===== config.mk =====
export PLATFORM = sky130hd
export DESIGN_NAME = uart_tx_sched
export DESIGN_NICKNAME = d
export VERILOG_FILES = /design/src/rtl/uart_pkg.sv /design/src/rtl/uart_rr_arbiter.sv /design/src/rtl/uart_tx_sched.sv
export SDC_FILE = /design/constraint.sdc
export NUM_CORES = 1
export LEC_CHECK = 0
export ABC_AREA = 1
export CAP_MARGIN = 10
export CORE_MARGIN = 4
export CORE_UTILIZATION = 40
export DETAILED_ROUTE_END_ITERATION = 10
export PLACE_DENSITY_LB_ADDON = 0.2
export SYNTH_ARGS = -nofsm -noshare
export SYNTH_HDL_FRONTEND = slang
export SYNTH_SLANG_ARGS = --single-unit

===== constraint.sdc =====
create_clock -name clk -period 3.5 [get_ports clk]
set_clock_uncertainty 0.15 [all_clocks]
set_input_delay 0.7 -clock clk [delete_from_list [all_inputs] [get_ports clk]]
set_output_delay 0.7 -clock clk [all_outputs]
set_load 0.02 [all_outputs]

===== src/rtl/uart_pkg.sv =====
// Shared UART transmit-scheduler definitions: FSM states, baud-select codes and frame lengths.
// UART_TX_PARITY_EN adds the PARITY state and selects the 11-period frame length.
package uart_pkg;

  typedef enum logic [2:0] {
    ST_IDLE   = 3'd0,
    ST_ALIGN  = 3'd1,
    ST_START  = 3'd2,
    ST_DATA   = 3'd3,
`ifdef UART_TX_PARITY_EN
    ST_PARITY = 3'd4,
`endif
    ST_STOP   = 3'd5
  } uart_state_e;

  localparam logic [2:0] BC_9600   = 3'b000;
  localparam logic [2:0] BC_19200  = 3'b001;
  localparam logic [2:0] BC_38400  = 3'b010;
  localparam logic [2:0] BC_57600  = 3'b011;
  localparam logic [2:0] BC_115200 = 3'b100;

  localparam int FRAME_TICKS_8N1 = 10;
  localparam int FRAME_TICKS_8E1 = 11;
`ifdef UART_TX_PARITY_EN
  localparam int FRAME_TICKS = FRAME_TICKS_8E1;
`else
  localparam int FRAME_TICKS = FRAME_TICKS_8N1;
`endif

endpackage


===== src/rtl/uart_rr_arbiter.sv =====
// Combinational round-robin winner: first valid requester at or after ptr, wrapping modulo NUM_REQ.
module uart_rr_arbiter #(
  parameter int NUM_REQ = 4
) (
  input  logic [NUM_REQ-1:0]         valid,
  input  logic [$clog2(NUM_REQ)-1:0] ptr,
  output logic [NUM_REQ-1:0]         grant,
  output logic [$clog2(NUM_REQ)-1:0] win
);
  localparam int PW = $clog2(NUM_REQ);

  logic [PW:0] pos;
  logic        found;

  always_comb begin
    grant = '0;
    win   = '0;
    found = 1'b0;
    pos   = '0;
    for (int i = 0; i < NUM_REQ; i++) begin
      pos = {1'b0, ptr} + (PW+1)'(i);
      if (pos >= (PW+1)'(NUM_REQ)) pos = pos - (PW+1)'(NUM_REQ);
      if (!found && valid[pos[PW-1:0]]) begin
        found                 = 1'b1;
        grant[pos[PW-1:0]]    = 1'b1;
        win                   = pos[PW-1:0];
      end
    end
  end

endmodule


===== src/rtl/uart_tx_sched.sv =====
// Round-robin UART TX scheduler: arbitrates NUM_REQ byte sources onto one 8N1 line paced by baud_tick,
// and applies baud-select updates only between frames. Define UART_TX_PARITY_EN for 8E1 frames.
module uart_tx_sched
  import uart_pkg::*;
#(
  parameter int         NUM_REQ  = 4,
  parameter logic [2:0] BC_RESET = BC_9600
) (
  input  logic                       clk,
  input  logic                       rst_n,
  input  logic                       baud_tick,
  input  logic [NUM_REQ-1:0]         req_valid,
  input  logic [8*NUM_REQ-1:0]       req_data,
  output logic [NUM_REQ-1:0]         req_ready,
  input  logic [2:0]                 bc_in,
  input  logic                       bc_load,
  output logic [2:0]                 bc_out,
  output logic                       tx,
  output logic                       busy,
  output logic [$clog2(NUM_REQ)-1:0] grant_id
);
  localparam int PW = $clog2(NUM_REQ);

  uart_state_e        state, state_n;
  logic [PW-1:0]      ptr, win;
  logic [NUM_REQ-1:0] grant;
  logic [7:0]         data_q, sel_byte;
  logic [2:0]         cnt, cnt_n;
  logic               tx_n, busy_n;
  logic               pend, cfg_now, can_grant, accept;
  logic [2:0]         pend_bc, cfg_bc;

  uart_rr_arbiter #(.NUM_REQ(NUM_REQ)) u_arb (
    .valid (req_valid),
    .ptr   (ptr),
    .grant (grant),
    .win   (win)
  );

  // A load seen in IDLE is applied at once and costs that cycle's grant; otherwise it waits in pend_bc.
  assign cfg_now   = bc_load | pend;
  assign cfg_bc    = bc_load ? bc_in : pend_bc;
  assign can_grant = rst_n && (state == ST_IDLE) && !cfg_now;
  assign req_ready = can_grant ? grant : '0;
  assign accept    = can_grant && (|req_valid);

  always_comb begin
    sel_byte = '0;
    for (int i = 0; i < NUM_REQ; i++)
      if (grant[i]) sel_byte = req_data[8*i +: 8];
  end

  always_comb begin
    state_n = state;
    tx_n    = tx;
    busy_n  = busy;
    cnt_n   = cnt;
    case (state)
      ST_IDLE: if (accept) begin
        state_n = ST_ALIGN;
        busy_n  = 1'b1;
      end
      ST_ALIGN: if (baud_tick) begin
        state_n = ST_START;
        tx_n    = 1'b0;
      end
      ST_START: if (baud_tick) begin
        state_n = ST_DATA;
        tx_n    = data_q[0];
        cnt_n   = '0;
      end
      ST_DATA: if (baud_tick) begin
        cnt_n = cnt + 3'd1;
        if (cnt == 3'd7) begin
`ifdef UART_TX_PARITY_EN
          state_n = ST_PARITY;
          tx_n    = ^data_q;
`else
          state_n = ST_STOP;
          tx_n    = 1'b1;
`endif
        end else begin
          tx_n = data_q[cnt + 3'd1];
        end
      end
`ifdef UART_TX_PARITY_EN
      ST_PARITY: if (baud_tick) begin
        state_n = ST_STOP;
        tx_n    = 1'b1;
      end
`endif
      ST_STOP: if (baud_tick) begin
        state_n = ST_IDLE;
        busy_n  = 1'b0;
      end
      default: state_n = ST_IDLE;
    endcase
  end

  always_ff @(posedge clk or negedge rst_n) begin
    if (!rst_n) begin
      state <= ST_IDLE;
      tx    <= 1'b1;
      busy  <= 1'b0;
      cnt   <= '0;
    end else begin
      state <= state_n;
      tx    <= tx_n;
      busy  <= busy_n;
      cnt   <= cnt_n;
    end
  end

  always_ff @(posedge clk or negedge rst_n) begin
    if (!rst_n) begin
      ptr      <= '0;
      grant_id <= '0;
      pend     <= 1'b0;
      pend_bc  <= BC_RESET;
      bc_out   <= BC_RESET;
    end else begin
      if (accept) begin
        grant_id <= win;
        ptr      <= (win == PW'(NUM_REQ-1)) ? '0 : win + 1'b1;
      end
      if (state == ST_IDLE && cfg_now) begin
        bc_out <= cfg_bc;
        pend   <= 1'b0;
      end else if (bc_load) begin
        pend    <= 1'b1;
        pend_bc <= bc_in;
      end
    end
  end

  always_ff @(posedge clk) begin
    if (accept) data_q <= sel_byte;
  end

endmodule


# Yosys cells after proc, flatten, opt, wreduce, memory -nomap -nowiden
# Index checks and enable logic that the tools add are counted.
[word_totals]
regBits = 27
input_bits = 43
output_inout_bits = 11
wordCells = 131
[classes]
n_addsub = 9
n_lt_le_gt_ge = 13
eq_ne = 12
mux = 58
bitwise_logic = 4
n_reduce_logical = 25
[op_table]
columns = ["cell", "count"]
rows = [
  ["8-bit 2-to-1 mux", 4],
  ["3-bit 2-to-1 mux", 8],
  ["4-bit 2-to-1 mux", 5],
  ["1-bit 2-to-1 mux", 19],
  ["2-bit 2-to-1 mux", 9],
  ["3-bit case mux with 5 select lines", 1],
  ["2-bit by 3-bit less-than comparator with 1-bit output (second input constant)", 4],
  ["2-bit inequality test (second input constant)", 6],
  ["4-bit OR", 3],
  ["1-bit logical AND", 11],
  ["3-bit >= comparator (second input constant)", 3],
  ["1-bit binary-select mux with 2-bit select", 4],
  ["1-bit demux with 2-bit select", 4],
  ["2-bit by 1-bit >= comparator with 1-bit output (second input constant)", 4],
  ["2-bit by 1-bit subtractor with 2-bit output (second input constant)", 4],
  ["2-bit by 2-bit adder with 3-bit output (second input constant)", 2],
  ["3-bit by 2-bit equality test with 1-bit output (second input constant)", 2],
  ["3-bit equality test (second input constant)", 2],
  ["3-bit case mux with 2 select lines", 1],
  ["3-bit AND reduction", 2],
  ["6-bit AND reduction", 1],
  ["2-bit nonzero test", 3],
  ["1-bit logical NOT", 4],
  ["3-bit by 4-bit less-than comparator with 1-bit output (second input constant)", 1],
  ["14 further kinds", 14],
]

# Longest topological paths before layout
[depth]
word_depth = 18
ltp_mapped = 15
mapped_depth_nobuf = 14

# By module
# A second synthesis with hierarchy kept.
[unflattened]
cells_unflattened = 271
area_unflattened_um2 = 1939.4
[modules_own_cells]
columns = ["mod", "n_inst", "cells_per_inst", "area_per_inst_um2", "seq_area_each_um2"]
rows = [
  ["uart_tx_sched", 1, 198, 1500.2, 716.9],
  ["uart_rr_arbiter", 1, 73, 439.2, 0.0],
]

# Worst setup path after synthesis
# OpenSTA, ideal clock, no wires.
[synth_path]
path_kind = "reg-to-output"
from = "register ptr[0]"
to = "output req_ready[3]"
arrival_ps = 2106
required_ps = 2650
setup_slack_ps = 544
stages_incl_launch_ff = 13
path_buffers = 1
cell_sequence = "dfrtp_1 -> buf_6 -> inv_8 -> ha_1 -> inv_1 -> nand3_1 -> nand2_1 -> nand2_8 -> nor2_8 -> nand2_1 -> nand4_2 -> inv_2 -> nor2_1"
[synth_via]
elab_chain_len = 15
elab_cells_between_ends = 60
cone_classes = "7 x add/sub; 12 x order compare; 28 x mux; 3 x bitwise; 10 x reduce/logical"
[synth_rtl]
columns = ["item", "line", "source"]
rows = [
  ["start, declared", "uart_tx_sched.sv:25", "logic [PW-1:0] ptr, win;"],
  ["start signal, assigned", "uart_tx_sched.sv:124", "ptr <= (win == PW'(NUM_REQ-1)) ? '0 : win + 1'b1;"],
  ["parallel branches: the longest is 13 deep, another holds 2-bit by 1-bit adder with 3-bit output", "--", ""],
  ["4-bit 2-to-1 mux (*)", "uart_rr_arbiter.sv:23", "if (!found && valid[pos[PW-1:0]]) begin"],
  ["4-bit 2-to-1 mux (*)", "uart_tx_sched.sv:44", "assign req_ready = can_grant ? grant : '0;"],
  ["end, declared", "uart_tx_sched.sv:14", "output logic [NUM_REQ-1:0] req_ready,"],
]
# Mark *: on every way between the ends. The select of a mux whose other input is x is not followed.

# Worst setup path after layout
[layout_path]
from = "input req_valid[3]"
to = "output req_ready[3]"
[layout_via]
elab_chain_len = 13
elab_cells_between_ends = 25
cone_classes = "16 x mux; 3 x bitwise; 6 x reduce/logical"
[layout_rtl]
columns = ["item", "line", "source"]
rows = [
  ["start, declared", "uart_tx_sched.sv:12", "input logic [NUM_REQ-1:0] req_valid,"],
  ["1-bit binary-select mux with 2-bit select", "uart_rr_arbiter.sv:23", ""],
  ["1-bit 2-to-1 mux (implied by the code)", "uart_rr_arbiter.sv:23", ""],
  ["1-bit 2-to-1 mux", "uart_rr_arbiter.sv:23", ""],
  ["1-bit logical NOT", "uart_rr_arbiter.sv:23", ""],
  ["1-bit logical AND", "uart_rr_arbiter.sv:23", ""],
  ["1-bit 2-to-1 mux", "uart_rr_arbiter.sv:23", ""],
  ["1-bit logical NOT", "uart_rr_arbiter.sv:23", ""],
  ["1-bit logical AND", "uart_rr_arbiter.sv:23", ""],
  ["1-bit 2-to-1 mux", "uart_rr_arbiter.sv:23", ""],
  ["1-bit logical NOT", "uart_rr_arbiter.sv:23", ""],
  ["1-bit logical AND", "uart_rr_arbiter.sv:23", ""],
  ["4-bit 2-to-1 mux (*)", "uart_rr_arbiter.sv:23", ""],
  ["4-bit 2-to-1 mux (*)", "uart_tx_sched.sv:44", ""],
]
# Mark *: on every way between the ends. The rest lies on a longest branch, timed or not. The select of a mux whose other input is x is not followed.

==> flow_metrics.env <==
export IMPL_syn_to_final_growth_pct=36.1
export IMPL_setup_violations_final=0
export IMPL_pre_cts_slack_ps=-81.1
export IMPL_dieWidth_microns=80.1
export IMPL_wl_per_cell_microns=11.6
export IMPL_finalNonFillerCells=421
export IMPL_drtAntennaViolNets=0
export IMPL_hpwl_mm=3.93
export IMPL_fillers=485
export IMPL_crit_type="primary input to output pin"
export IMPL_dr_first_iter_drc_count=88
export IMPL_rows=25
export IMPL_synthDistinctLibCells=32
export IMPL_numClockSinks=27
export IMPL_leakage_nw=1.37
export IMPL_cts_tree="done"
export IMPL_initial_core_util=0.426
export IMPL_grt_pass1_vias=1937
export IMPL_reg2regPathDepth=14
export IMPL_num_vias=1980
export IMPL_critPathArrivalTime_ps=2470
export IMPL_synthMuxAreaShare=0
export IMPL_cts_made_buffers=3
export IMPL_dieArea_sq_um=6420
export IMPL_synth_warnings=0
export IMPL_yosysSeqAreaShare=0.345
export IMPL_clk_pin_slew_ps=90
export IMPL_layout_common_cells="nand2_1, clkdlybuf4s50_1, inv_1, nor2_1, a21oi_1"
export IMPL_n_antenna_cell=0
export IMPL_clk_latency_ps=270
export IMPL_ys_ff_latch=27
export IMPL_hold_end="bc_out[0]"
export IMPL_worstPathRequired_ps=2650
export IMPL_fmax_mhz=301
export IMPL_crit_fanout=8
export IMPL_syn_area_sq_um=2080
export IMPL_synth_top_family_by_area="simple AND/OR/NAND/NOR gates"
export IMPL_whs_ps=333
export IMPL_antenna_found_initial=0
export IMPL_cts_hold_buf=0
export IMPL_hold_violations=0
export IMPL_slew_viol_final=0
export IMPL_synth_fp_nets=336
export IMPL_r2r_end="data_q[0]"
export IMPL_route_detailed_drc=0
export IMPL_mostFrequentLayoutCell="nand2_1"
export IMPL_synthAdderAreaFrac=0.0601
export IMPL_coreArea_sq_um=4880
export IMPL_synth_xor_area_frac=0
export IMPL_critical_path_endpoint_type="output pin"
export IMPL_via_per_inst=4.70
export IMPL_place_congestion=0.879
export IMPL_drt_first_pass_iters=4
export IMPL_grt_first_pass_wirelength_mm=8.47
export IMPL_fin_crit_sh=0.948
export IMPL_cts_max_path_buffers=2
export IMPL_startpoint_type="primary input"
export IMPL_cts_htree_levels=1
export IMPL_tns_ps=0
export IMPL_portBuffers=53
export IMPL_finalWirelength_mm=4.89
export IMPL_grt_remaining_overflow=0
export IMPL_postSynthAreaPerCell_sq_um=7.35
export IMPL_p_per_area_nw_per_um2=940
export IMPL_ir_drop_uv=659
export IMPL_synth_compound_area_frac=0.146
export IMPL_fin_nets=408
export IMPL_worst_pin_slew_ps=624
export IMPL_reg2reg_slack_ps=990
export IMPL_cts_root_buffer="clkbuf_8"
export IMPL_pin_count=54
export IMPL_grt_max_degree=20
export IMPL_status="finished, final reports clean"
export IMPL_drive_gt1_frac=0.141
export IMPL_period_needed_ps=3320
export IMPL_die_h_microns=80.1
export IMPL_hold_class="flop to flop"
export IMPL_final_setup_worst_slack_ps=183
export IMPL_maxCapViolations=0
export IMPL_place_inst=417
export IMPL_hold_path_depth=2
export IMPL_synthCells=283
export IMPL_power_total_mw=2.66
export IMPL_rsz0062_at_grt="no"
export IMPL_yosys_area_share_simple=0.364
export IMPL_hp_start="bc_out[0]"
export IMPL_timing_rr_start="ptr[0]"
export IMPL_grtUsageTotal=0.162
export IMPL_slew_headroom=0.580
-- worst max-delay path by stage --
stage	startpoint	to	slack, ps	cells past startpoint
CTS	req_valid[3]	req_ready[3]	190	11
floorplan	ptr[0]	req_ready[3]	540	12
global placement	req_valid[0]	req_ready[3]	-90	11
finish	req_valid[3]	req_ready[3]	180	11
detailed placement	req_valid[3]	req_ready[3]	-80	11
global route	req_valid[2]	req_ready[3]	50	11
-- kinds of logic after synthesis --
family | Yosys count
buffers and inverters | 40
AND/OR/NAND/NOR | 153
adder cells (fa/ha/maj) | 10
AO/OA/AOI/OAI | 53
flip-flops | 27
-- cell usage after synthesis --
| cell | instances | area share |
|---|---|---|
| a21oi_1 | 23 | 0.055 |
| a21oi_2 | 2 | 0.0084 |
| a21oi_4 | 1 | 0.0078 |
| a31oi_1 | 4 | 0.012 |
| buf_6 | 2 | 0.011 |
| clkinv_2 | 1 | 0.0024 |
| dfrtp_1 | 18 | 0.22 |
| dfstp_2 | 1 | 0.013 |
| edfxtp_1 | 8 | 0.12 |
| ha_1 | 10 | 0.060 |
| inv_1 | 32 | 0.058 |
| inv_2 | 2 | 0.0036 |
| inv_4 | 2 | 0.0060 |
| inv_8 | 1 | 0.0054 |
| nand2_1 | 89 | 0.16 |
| nand2_2 | 6 | 0.018 |
| nand2_4 | 4 | 0.022 |
| nand2_8 | 1 | 0.0096 |
| nand3_1 | 17 | 0.041 |
| nand3_2 | 4 | 0.019 |
| nand3_4 | 2 | 0.017 |
| nand3b_1 | 1 | 0.0036 |
| nand4_2 | 1 | 0.0060 |
| nor2_1 | 23 | 0.041 |
| nor2_4 | 2 | 0.011 |
| nor2_8 | 1 | 0.0096 |
| nor3_1 | 1 | 0.0024 |
| nor4_1 | 1 | 0.0030 |
| o211ai_1 | 4 | 0.014 |
| o21a_1 | 1 | 0.0036 |
| o21ai_0 | 17 | 0.041 |
| o22ai_1 | 1 | 0.0030 |
-- critical path, stage by stage --
cell and delay, ps:
clkdlybuf4s50_1 450, nand2_1 150, nand3_2 110, nand2_4 150, nand2_8 80, nor2_8 170
nand2_1 80, nand4_2 90, inv_2 40, nor2_1 80, dlygate4sd2_1 340
-- routing by layer --
| layer | share of wire | track usage |
|---|---|---|
| met1 | 0.49 | 0.221 |
| met2 | 0.44 | 0.252 |
| met3 | 0.051 | 0.0291 |
| met4 | 0.018 | 0.0642 |
| met5 | 0 | 0 |
-- stage by stage --
stage | utilization | area (sq um)
floorplan | - | 2080
global placement | 0.572 | 2790
detailed placement | 0.572 | 2790
CTS | 0.581 | 2830
global route | 0.581 | 2830
finish | 0.581 | 2830
-- power by group --
group | total, mW | internal (mW) | leakage [nW] | switching (mW)
sequential | 0.580 | 0.503 | 0.309 | 0.0775
clock | 0.177 | 0.0815 | 0.0228 | 0.0954
combinational | 1.91 | 0.762 | 1.04 | 1.14
total | 2.66 | 1.35 | 1.37 | 1.32
-- area by class of cell --
cell class	count	area, sq um	share of cell area
tap	67	83.8	0.0296
multi-input combinational	216	1180	0.418
inverter	38	156	0.0552
clock buffer	4	45.0	0.0159
sequential	27	717	0.253
timing repair buffer	69	646	0.228
-- sequential cells by signal, indices dropped and copies added, names as in the netlist --
register / count
state: 3
data_q: 8
cnt: 3
ptr: 2
pend_bc: 3
tx: 1
pend: 1
bc_out: 3
grant_id: 2
busy: 1
-- what timing repair did --
item | 4_1_cts | 5_1_grt
buffers inserted | 0 | 0
setup endpoints to repair | 4 | 0
gates resized for setup | 4 | 0
No activity file was read; power rests on OpenSTA's default activity.
